File: src/rtl/cnn_pkg.sv
// Purpose: shared CNN definitions (scheduler state encoding, cycles-per-pixel derivation).
// Used by the conv kernel scheduler and the pooling stage.
package cnn_pkg;

    typedef enum logic {
        SCH_IDLE  = 1'b0,
        SCH_ISSUE = 1'b1
    } sched_state_t;

    // Cycles a pixel is held so every kernel group sees it once.
    function automatic int unsigned cpp_f(input int unsigned num_k, input int unsigned num_pe);
        return num_k / num_pe;
    endfunction

endpackage

File: src/rtl/raster_counter.sv
// Purpose: raster-order (x,y) position counter for a square image.
// Ports:
//   clk, res_n : clock, synchronous active-low reset
//   step       : advance one pixel position
//   x, y       : current column / row
//   wrap       : one-cycle pulse the cycle after the last position (W-1,W-1) is stepped
module raster_counter #(
    parameter  int unsigned ImageWidth = 8,
    localparam int unsigned XW         = $clog2(ImageWidth)
) (
    input  logic          clk,
    input  logic          res_n,
    input  logic          step,
    output logic [XW-1:0] x,
    output logic [XW-1:0] y,
    output logic          wrap
);

    localparam logic [XW-1:0] LastPos = XW'(ImageWidth - 1);

    logic [XW-1:0] r_x;
    logic [XW-1:0] r_y;
    logic          r_wrap;

    // Position state; wrap is a single-cycle flag cleared every non-wrapping cycle.
    always_ff @(posedge clk) begin
        if (!res_n) begin
            r_x    <= '0;
            r_y    <= '0;
            r_wrap <= 1'b0;
        end else begin
            r_wrap <= 1'b0;
            if (step) begin
                if (r_x == LastPos) begin
                    r_x <= '0;
                    if (r_y == LastPos) begin
                        r_y    <= '0;
                        r_wrap <= 1'b1;
                    end else begin
                        r_y <= r_y + XW'(1);
                    end
                end else begin
                    r_x <= r_x + XW'(1);
                end
            end
        end
    end

    assign x    = r_x;
    assign y    = r_y;
    assign wrap = r_wrap;

endmodule

File: src/rtl/conv_kernel_scheduler.sv
// Purpose: time-multiplexes NumberOfK conv kernels onto ProcessingElements shared PEs.
//   Each accepted pixel is held for CPP cycles while pe_group steps 0..CPP-1.
// Ports:
//   clk, res_n          : clock, synchronous active-low reset
//   in_valid, in_data   : upstream pixel stream
//   out_ready           : pixel accepted this cycle when in_valid (combinational)
//   pe_stall            : PE array back-pressure, freezes the group sequence
//   pe_valid, pe_data,
//   pe_group            : held pixel and active kernel group for the PE array
//   out_valid           : per-kernel valid mask derived from pe_group/pe_valid
//   pixel_x, pixel_y    : raster position of the held pixel
//   frame_done          : one-cycle pulse after the final group of the last pixel
module conv_kernel_scheduler
    import cnn_pkg::*;
#(
    parameter  int unsigned BitSize            = 4,
    parameter  int unsigned ImageWidth         = 8,
    parameter  int unsigned NumberOfK          = 8,
    parameter  int unsigned ProcessingElements = 2,
    localparam int unsigned CPP                = cpp_f(NumberOfK, ProcessingElements),
    localparam int unsigned GW                 = (CPP > 1) ? $clog2(CPP) : 1,
    localparam int unsigned XW                 = $clog2(ImageWidth)
) (
    input  logic                 clk,
    input  logic                 res_n,
    input  logic                 in_valid,
    input  logic [BitSize-1:0]   in_data,
    output logic                 out_ready,
    input  logic                 pe_stall,
    output logic                 pe_valid,
    output logic [BitSize-1:0]   pe_data,
    output logic [GW-1:0]        pe_group,
    output logic [NumberOfK-1:0] out_valid,
    output logic [XW-1:0]        pixel_x,
    output logic [XW-1:0]        pixel_y,
    output logic                 frame_done
);

    localparam int unsigned    PE        = ProcessingElements;
    localparam logic [GW-1:0]  LastGroup = GW'(CPP - 1);

    if ((NumberOfK % ProcessingElements) != 0) begin : g_bad_cfg
        $error("conv_kernel_scheduler: NumberOfK must be a multiple of ProcessingElements");
    end

    sched_state_t        r_state;
    logic [BitSize-1:0]  r_data;
    logic [GW-1:0]       r_group;
    logic                r_valid;

    sched_state_t        w_state_nxt;
    logic [BitSize-1:0]  w_data_nxt;
    logic [GW-1:0]       w_group_nxt;
    logic                w_valid_nxt;
    logic                w_last;
    logic                w_ready;
    logic                w_accept;
    logic [NumberOfK-1:0] w_out_valid;

    // State register.
    always_ff @(posedge clk) begin
        if (!res_n) begin
            r_state <= SCH_IDLE;
            r_data  <= '0;
            r_group <= '0;
            r_valid <= 1'b0;
        end else begin
            r_state <= w_state_nxt;
            r_data  <= w_data_nxt;
            r_group <= w_group_nxt;
            r_valid <= w_valid_nxt;
        end
    end

    // Next-state, handshake and per-kernel valid decode.
    always_comb begin
        w_state_nxt = r_state;
        w_data_nxt  = r_data;
        w_group_nxt = r_group;
        w_valid_nxt = r_valid;
        w_out_valid = '0;

        // A stall on the final group means the PEs have not consumed it yet.
        w_last   = (r_state == SCH_ISSUE) && (r_group == LastGroup) && !pe_stall;
        w_ready  = (r_state == SCH_IDLE) || w_last;
        w_accept = in_valid && w_ready;

        case (r_state)
            SCH_IDLE: begin
                if (w_accept) begin
                    w_state_nxt = SCH_ISSUE;
                    w_data_nxt  = in_data;
                    w_group_nxt = '0;
                    w_valid_nxt = 1'b1;
                end
            end
            SCH_ISSUE: begin
                if (pe_stall) begin
                    w_state_nxt = SCH_ISSUE;
                end else if (!w_last) begin
                    w_group_nxt = r_group + GW'(1);
                end else if (w_accept) begin
                    // Back-to-back pixel: restart the group sequence with no bubble.
                    w_data_nxt  = in_data;
                    w_group_nxt = '0;
                end else begin
                    w_state_nxt = SCH_IDLE;
                    w_valid_nxt = 1'b0;
                end
            end
            default: begin
                w_state_nxt = SCH_IDLE;
                w_valid_nxt = 1'b0;
            end
        endcase

        for (int unsigned g = 0; g < CPP; g++) begin
            if (r_group == GW'(g)) begin
                w_out_valid[g*PE +: PE] = {PE{r_valid}};
            end
        end
    end

    raster_counter #(
        .ImageWidth (ImageWidth)
    ) u_raster (
        .clk   (clk),
        .res_n (res_n),
        .step  (w_last),
        .x     (pixel_x),
        .y     (pixel_y),
        .wrap  (frame_done)
    );

    assign out_ready = w_ready;
    assign pe_valid  = r_valid;
    assign pe_data   = r_data;
    assign pe_group  = r_group;
    assign out_valid = w_out_valid;

endmodule

File: config.mk
export PLATFORM = sky130hd
export DESIGN_NAME = conv_kernel_scheduler
export DESIGN_NICKNAME = d
export VERILOG_FILES = /design/src/rtl/cnn_pkg.sv /design/src/rtl/raster_counter.sv /design/src/rtl/conv_kernel_scheduler.sv
export SDC_FILE = /design/constraint.sdc
export NUM_CORES = 1
export LEC_CHECK = 0
export ABC_AREA = 1
export CAP_MARGIN = 30
export CORE_UTILIZATION = 48
export CTS_BUF_LIST = sky130_fd_sc_hd__clkbuf_2
export DETAILED_ROUTE_END_ITERATION = 10
export PLACE_DENSITY_LB_ADDON = 0.12
export SYNTH_ARGS = -nofsm -noshare
export SYNTH_HDL_FRONTEND = slang
export SYNTH_HIERARCHICAL = 1
export SYNTH_SLANG_ARGS = --single-unit
File: constraint.sdc
create_clock -name clk -period 4.1 [get_ports clk]
set_input_delay 0.82 -clock clk [delete_from_list [all_inputs] [get_ports clk]]
set_output_delay 0.82 -clock clk [all_outputs]
set_load 0.1 [all_outputs]
==> reports/metrics.cfg, run 1 <==
[die]
fp.dieW_um=42.91
core_um2=1541
die_h_um=42.91
die_area_um2=1841
rows=14
pin_count=31
start_util_pct=52.11

[layout]
fin_nets=155
final_cell_mix=clkdlybuf4s50_1, nand2_1, nor2_1, dfxtp_1, inv_1
nFillCells=134
stdcell_count=154
syn_to_final_growth_pct=35.98
final_common_cell=clkdlybuf4s50_1
diodes=0
drive_gt1_share_pct=7.246

[synthesis]
synth-compound-area-share_pct=8.723
synth_top_area_share_pct=37.38
synth_top_family_by_area=simple AND/OR/NAND/NOR gates
synthAdderAreaFrac_pct=12.46
synth_xor_area_share_pct=0
yosys_register_bits=15
netlist_area_um2=803.3
syn_avg_cell_area_um2=7.302
syn-num-nets=126
synthTopCellsByArea=dfxtp_1, ha_1, nand2_1
synth_mux_area_share_pct=0
yosysUniqueCellTypes=13
syn_inst=110
ys_seq_area_share_pct=37.38
yosys_warnings=6
yosysTopAreaCell=dfxtp_1
synth_simple_gate_area_share_pct=28.35

[run_status]
status=completed

[worst_setup_path]
worst-setup-path-type=reg2out
crit_path_end_kind=output port
cpPeakStageDelay_ns=1.13
worst_path_max_delay_cell=clkdlybuf4s50_1
worstPathMaxFanout=4
arrival_ns=2.22
worstSetupStartpointType=flip-flop
path_cells=ha_1, nand2_1, inv_1, clkdlybuf4s50_1
critPathRequiredTime_ns=3.28

[route]
routed_wl_mm=1.569
vias=760
avgViaCountPerCell=4.935
drt-pass1-iter-count=3
ant_nets=0
post_drt_wl_per_cell_um=10.19
drtIter0Drc=4
drc=0

[clock_tree]
cts_tree=yes
insertion_delay_ns=0.29
cts_root_buf=clkbuf_2
htreeDepth=1
cts_hold_buffers=0
post_cts_buffers=0
cts.repair.resized=0
path_clk_slew_ns=0.14
clock-sinks=15
cts_buffers=3
ctsLongestPathBuffers=2

[grt]
grt_overflow=0
met2_usage_pct=34.55
antenna_found_initial=0
gr-usage-met3_pct=4.255
grt_pass1_vias=692
grt_start_max_net_pins=15
grt_pass1_wl_mm=2.794
top_usage_layer=met2
grtUsageMet1_pct=22.87
track_usage_pct=20.16

[timing]
fmax_mhz=329.3
skew_ns=0.003763
setup_violations=0
layout_setup_ws_ns=1.063
drv_slew=0
rsz0062_at_grt=false
period_share_pct=74.07
worst_pin_slew_ns=0.9706
fin_tns_setup_ns=0
finalCriticalPeriod_ns=3.037
finalHoldViolCount=0
slew-limit-headroom_pct=35.09

[pwr]
leakagePower_nw=0.5281
p_per_area_nw_per_um2=305.1
vdd.ir_drop.worst_mv=0.2000

[placement]
post-dp-hpwl_mm=1.204
place.gp.congestion=0.7482
pre_cts_ws_ns=1.332
dp.cells=150
portBuffers=30

[flow_run]
max_cap_violations=0

[worst_hold_path]
hold_path_class=reg2reg

==> registers in the layout, summed over array words and instances (netlist names) <==
register / flops
u_raster/x: 3
r_state: 1
u_raster/wrap: 1
pe_valid: 1
pe_data: 4
u_raster/y: 3
pe_group: 2
==> worst paths after layout <==
kind                    start            end  slack (ns)  depth (start not counted)
setup / recovery  pe_group[1]   out_valid[6]        1.06                          4
hold / removal     pe_data[1]     pe_data[1]        0.50                          2
setup reg to reg  pe_group[1]  u_raster/y[1]        2.53                          6
hold reg to reg    pe_data[1]     pe_data[1]        0.50                          2
==> cell type report <==
type / instances / area (µm²) / share of cell area, %
sequential: 15 / 300.3 / 27.49
inverter: 15 / 56.30 / 5.155
timing repair buffer: 30 / 297.8 / 27.26
clock buffer: 4 / 20.02 / 1.833
multi-input combinational: 74 / 397.9 / 36.43
tap: 16 / 20.02 / 1.833
==> metal layers <==
metal  vias to the layer above  routed length (µm)
li1                        392                   -
met1                       340                 667
met2                        23                 778
met3                         5                  90
met4                         0                  34
met5                         -                   0
==> power breakdown <==
part	internal [mW]	switching (mW)	total (mW)
combinational	0.0266	0.0783	0.105
sequential	0.151	0.00485	0.156
clock	0.0259	0.0462	0.0720
total	0.204	0.129	0.333
==> cell families (layout without fill, tap and decap cells) <==
family | after synthesis | after routing
simple gates | 52 | 52
fa+ha+maj | 8 | 8
flops | 15 | 15
buf+inv | 21 | 49
compound gates | 14 | 14
==> Yosys cell counts <==
cell and number:
nand2_1 21, nor2_1 19, dfxtp_1 15, inv_1 14, a21oi_1 11, ha_1 8
buf_4 5, nand3b_1 5, nand2_2 4, nand3_1 3, o21ai_0 3, buf_6 1
inv_2 1
==> worst max-delay path: cells and delay by family, from the launching register on <==
kind | cells | cell delay [ns]
and+or+nand+nor | 1 | 0.07
adders and majority gates | 1 | 0.24
DFF | 1 | 0.41
buffers and inverters | 2 | 1.20
==> metrics by stage <==
step / hold slack [ns] / area, µm² / util, % / total power, mW
CTS: 0.5048 / 1092 / 70.86 / 0.3382
floorplan: 0.5946 / 803.3 / - / 0.2410
global route: 0.5302 / 1092 / 70.86 / 0.3500
global placement: 0.4616 / 1072 / 69.56 / 0.2633
detailed placement: 0.4703 / 1072 / 69.56 / 0.2649
finish: 0.4976 / 1092 / 70.86 / 0.3332
Note: power is estimated with default switching activity, not from simulation.
==> run 2, diff against run 1 <==
--- a/config.mk
+++ b/config.mk
@@ -7,7 +7,7 @@
 export LEC_CHECK = 0
 export ABC_AREA = 1
 export CAP_MARGIN = 30
-export CORE_UTILIZATION = 48
+export CORE_UTILIZATION = 44
 export CTS_BUF_LIST = sky130_fd_sc_hd__clkbuf_2
 export DETAILED_ROUTE_END_ITERATION = 10
 export PLACE_DENSITY_LB_ADDON = 0.12
==> constraint.sdc (replaced) <==
create_clock -name clk -period 2.93 [get_ports clk]
set_input_delay 0.586 -clock clk [delete_from_list [all_inputs] [get_ports clk]]
set_output_delay 0.586 -clock clk [all_outputs]
set_load 0.1 [all_outputs]
==> reports/metrics.cfg, run 2 (synthesis gave the netlist of run 1 again) <==
[run_status]
status=completed

[timing]
whs_ns=0.5019
fmax_mhz=450.4
fin_tns_setup_ns=0
layout_setup_ws_ns=0.7096
drv_slew=0
finalCriticalPeriod_ns=2.220
rsz0062_at_grt=false
skew_ns=0.01227
period_share_pct=75.78
finalHoldViolCount=0
worst_pin_slew_ns=0.5202
slew-limit-headroom_pct=65.19
setup_violations=0

[grt]
grt_start_max_net_pins=15
antenna_found_initial=0
grt_overflow=0
track_usage_pct=15.57
grt_pass1_wl_mm=2.283
grt_pass1_vias=569

[worst_hold_path]
hold_path_depth=2
hold_path_class=reg2reg
min_from=pe_data[1]

[worst_setup_path]
worstSetupStartpointType=input pin
reg2reg_depth=6
crit_family=buffers and inverters
arrival_ns=1.63
path_cells=clkdlybuf4s50_1, inv_2, nand2_2, nand2_2, buf_12
worst_path_max_delay_cell=clkdlybuf4s50_1
cpPeakStageDelay_ns=0.54
worst-setup-path-type=in2out
critPathRequiredTime_ns=2.34
cp-startpoint=pe_stall
cp.depth=5
crit_path_end_kind=output port
crit_buf_inv=3
worstPathMaxFanout=11
path_common_cell=nand2_2
r2r-start=pe_group[0]

[clock_tree]
clock-sinks=15
ctsLongestPathBuffers=2
insertion_delay_ns=0.28
cts_hold_buffers=0
htreeDepth=1
path_clk_slew_ns=0.15
cts_tree=yes
post_cts_buffers=0
cts.repair.resized=0
cts_buffers=3
cts_root_buf=clkbuf_2

[placement]
dp.cells=159
place.gp.congestion=0.8617
pre_cts_ws_ns=0.7251
placed_cell_area_um2=1044
portBuffers=30
post-dp-hpwl_mm=1.106

[die]
fp.dieW_um=44.73
start_util_pct=46.52
rows=15
core_um2=1727
die_area_um2=2000
die_h_um=44.73
pin_count=31

[layout]
fin_nets=155
postLayoutCoreUtil_pct=61.59
largest_reg_flops=4
final_cell_mix=buf_4, nand2_1, nor2_1, inv_1, dfxtp_1
diodes=0
stdcell_count=163
post-route-cell-area_um2=1064
final_common_cell=buf_4
drive_gt1_share_pct=24.64
syn_to_final_growth_pct=32.40

[pwr]
finalPower_uw=460.0
leakagePower_nw=0.5755
vdd.ir_drop.worst_mv=0.2394
p_per_area_nw_per_um2=432.6

[route]
ant_nets=0
avgViaCountPerCell=4.485
drtIter0Drc=17
vias=731
routed_wl_mm=1.466
drc=0
drt-pass1-iter-count=4
post_drt_wl_per_cell_um=8.994

[flow_run]
max_cap_violations=0

run 2: changes by cell type in the layout (fill, tap and decap cells not counted), sizes merged:
cell           delta
buf              +22
clkdlybuf4s50    -22
clkbuf            -1
clkinv            +1
run 2: layout make-up:
| cell class | instances | area, µm² |
|---|---|---|
| multi-input cells | 74 | 397.9 |
| well taps | 25 | 31.28 |
| repair buffers | 30 | 255.2 |
| flip-flops and latches | 15 | 302.8 |
| clock buffers | 3 | 15.01 |
| fillers | 164 | 663.1 |
| clock inverters | 1 | 5.005 |
| inverters | 15 | 56.30 |
run 2: worst paths after layout:
check / to / slack [ns]
setup reg to reg: u_raster/y[1] / 1.41
hold / removal: pe_data[1] / 0.50
hold reg to reg: pe_data[1] / 0.50
setup / recovery: out_ready / 0.71
run 2: routing by layer:
metal  GRT usage, %  share of wire, %  vias to the layer above
li1               -                 -                      392
met1          19.85                48                      315
met2          25.00                46                       22
met3          2.400               5.5                        2
met4          9.091              0.82                        0
met5              0                 0                        -
run 2: power breakdown:
part	switching (mW)	internal [mW]
registers	0.00720	0.212
clock network	0.0639	0.0309
logic	0.110	0.0360
run 2: worst register-to-register path: cells and delay by family (launching register included):
family	cells	cell delay [ns]
simple gates	4	0.69
fa+ha+maj	1	0.22
flops	1	0.38
compound gates	1	0.16
==> run 3, diff against run 2 <==
--- a/config.mk
+++ b/config.mk
@@ -7,7 +7,7 @@
 export LEC_CHECK = 0
 export ABC_AREA = 1
 export CAP_MARGIN = 30
-export CORE_UTILIZATION = 44
+export CORE_UTILIZATION = 40
 export CTS_BUF_LIST = sky130_fd_sc_hd__clkbuf_2
 export DETAILED_ROUTE_END_ITERATION = 10
 export PLACE_DENSITY_LB_ADDON = 0.12
==> constraint.sdc (replaced) <==
create_clock -name clk -period 1.95 [get_ports clk]
set_input_delay 0.39 -clock clk [delete_from_list [all_inputs] [get_ports clk]]
set_output_delay 0.39 -clock clk [all_outputs]
set_load 0.1 [all_outputs]
==> reports/metrics.cfg, run 3 (synthesis gave the netlist of run 1 again) <==
[run_status]
status=completed

[clock_tree]
cts_buffers=3
insertion_delay_ns=0.28
cts_tree=yes
cts_root_buf=clkbuf_2
cts.repair.resized=0
clock-sinks=15
post_cts_buffers=0
path_clk_slew_ns=0.16
ctsLongestPathBuffers=2
htreeDepth=1
cts_hold_buffers=0

[layout]
syn_to_final_growth_pct=52.49
fin_nets=158
final_common_cell=nor2_1
largest_reg_flops=4
nFillCells=167
stdcell_count=166
diodes=0
final_cell_mix=nor2_1, nand2_1, buf_4, dfxtp_1, a21oi_1
drive_gt1_share_pct=35.46

[timing]
setup_violations=0
skew_ns=0.01823
period_share_pct=88.89
finalCriticalPeriod_ns=1.733
worst_pin_slew_ns=0.3045
fmax_mhz=576.9
finalHoldViolCount=0
rsz0062_at_grt=false
drv_slew=0
slew-limit-headroom_pct=79.64

[worst_setup_path]
r2r-start=pe_group[0]
arrival_ns=1.34
r2r-end=pe_group[1]
worstPathMaxFanout=4
worstSetupStartpointType=flip-flop
critPathRequiredTime_ns=1.56
crit_path_end_kind=output port
reg2reg_depth=8
cp-startpoint=pe_group[0]
worst-setup-path-type=reg2out
r2r_slack_ns=0.62
endpoint=out_valid[6]

[worst_hold_path]
hold_path_class=reg2reg
hold_path_depth=2

[placement]
portBuffers=30
post-dp-hpwl_mm=1.294
dp.cells=162
place.gp.congestion=0.7836

[pwr]
finalPower_uw=720.7
power.share.switching_pct=39.26
internal_power_uw=437.7
power_switching_uw=282.9
power.share.clock_pct=20.1
p_per_area_nw_per_um2=588.3
p_seq_share_pct=45.9
vdd.ir_drop.worst_mv=0.4131
leakagePower_nw=0.5754
pwr-share-comb_pct=34.1

[grt]
grt_overflow=0
grt_start_max_net_pins=11
grt_pass1_wl_mm=2.635
grt_pass1_vias=653
track_usage_pct=16.98
antenna_found_initial=0

[die]
die_h_um=46.81
pin_count=31
die_area_um2=2191
rows=15
core_um2=1802
fp.dieW_um=46.81
start_util_pct=44.58

[route]
routed_wl_mm=1.616
ant_nets=0
post_drt_wl_per_cell_um=9.735
vias=766
avgViaCountPerCell=4.614
drtIter0Drc=12
drt-pass1-iter-count=4
drc=0

[flow_run]
max_cap_violations=0

[run 3: layout make-up]
class | count | area, µm² | share of cell area (%)
well taps | 25 | 31.28 | 2.554
flip-flops and latches | 15 | 309.0 | 25.23
multi-input cells | 74 | 412.9 | 33.71
repair buffers | 33 | 377.9 | 30.85
clock buffers | 3 | 15.01 | 1.226
inverters | 15 | 73.82 | 6.027
clock inverters | 1 | 5.005 | 0.4086
[run 3: power by group through the flow]
stage,logic (mW),registers [mW],clock network (mW)
after CTS,0.247,0.331,0.152
after global placement,0.243,0.337,0
final,0.246,0.331,0.145
after floorplan,0.110,0.411,0
after global routing,0.257,0.333,0.168
after detailed placement,0.247,0.337,0
[run 3: stage by stage]
step                      cell area [µm²]  TNS, ns  hold slack (ns)  utilization, %  setup WS (ns)
after floorplan                     885.9  -0.3598           0.5030               -       -0.09653
after global placement               1205        0           0.4663           66.88         0.2678
after detailed placement             1205        0           0.4725           66.88         0.2556
after CTS                            1225        0           0.5099           67.99         0.1885
after global routing                 1225        0           0.5348           67.99         0.1285
final                                1225        0           0.5035           67.99         0.2167
[run 3: worst max-delay path: stages (launching register included)]
cell and delay (ns):
dfxtp_4 0.39, ha_1 0.24, nand2_1 0.12, clkinvlp_4 0.14
buf_12 0.18
[run 3: routing by layer]
layer | GRT usage (%) | routed length [µm] | vias up
li1 | - | - | 400
met1 | 20.00 | 713 | 340
met2 | 29.17 | 792 | 24
met3 | 3.462 | 97 | 2
met4 | 8.571 | 12 | 0
met5 | 0 | 0 | -
[run 3: worst min path at each step]
| stage | startpoint | endpoint |
|---|---|---|
| after floorplan | res_n | pe_group[0] |
| after global placement | pe_data[1] | pe_data[1] |
| after detailed placement | pe_data[0] | pe_data[0] |
| after CTS | pe_data[0] | pe_data[0] |
| after global routing | pe_data[0] | pe_data[0] |
| final | pe_data[0] | pe_data[0] |
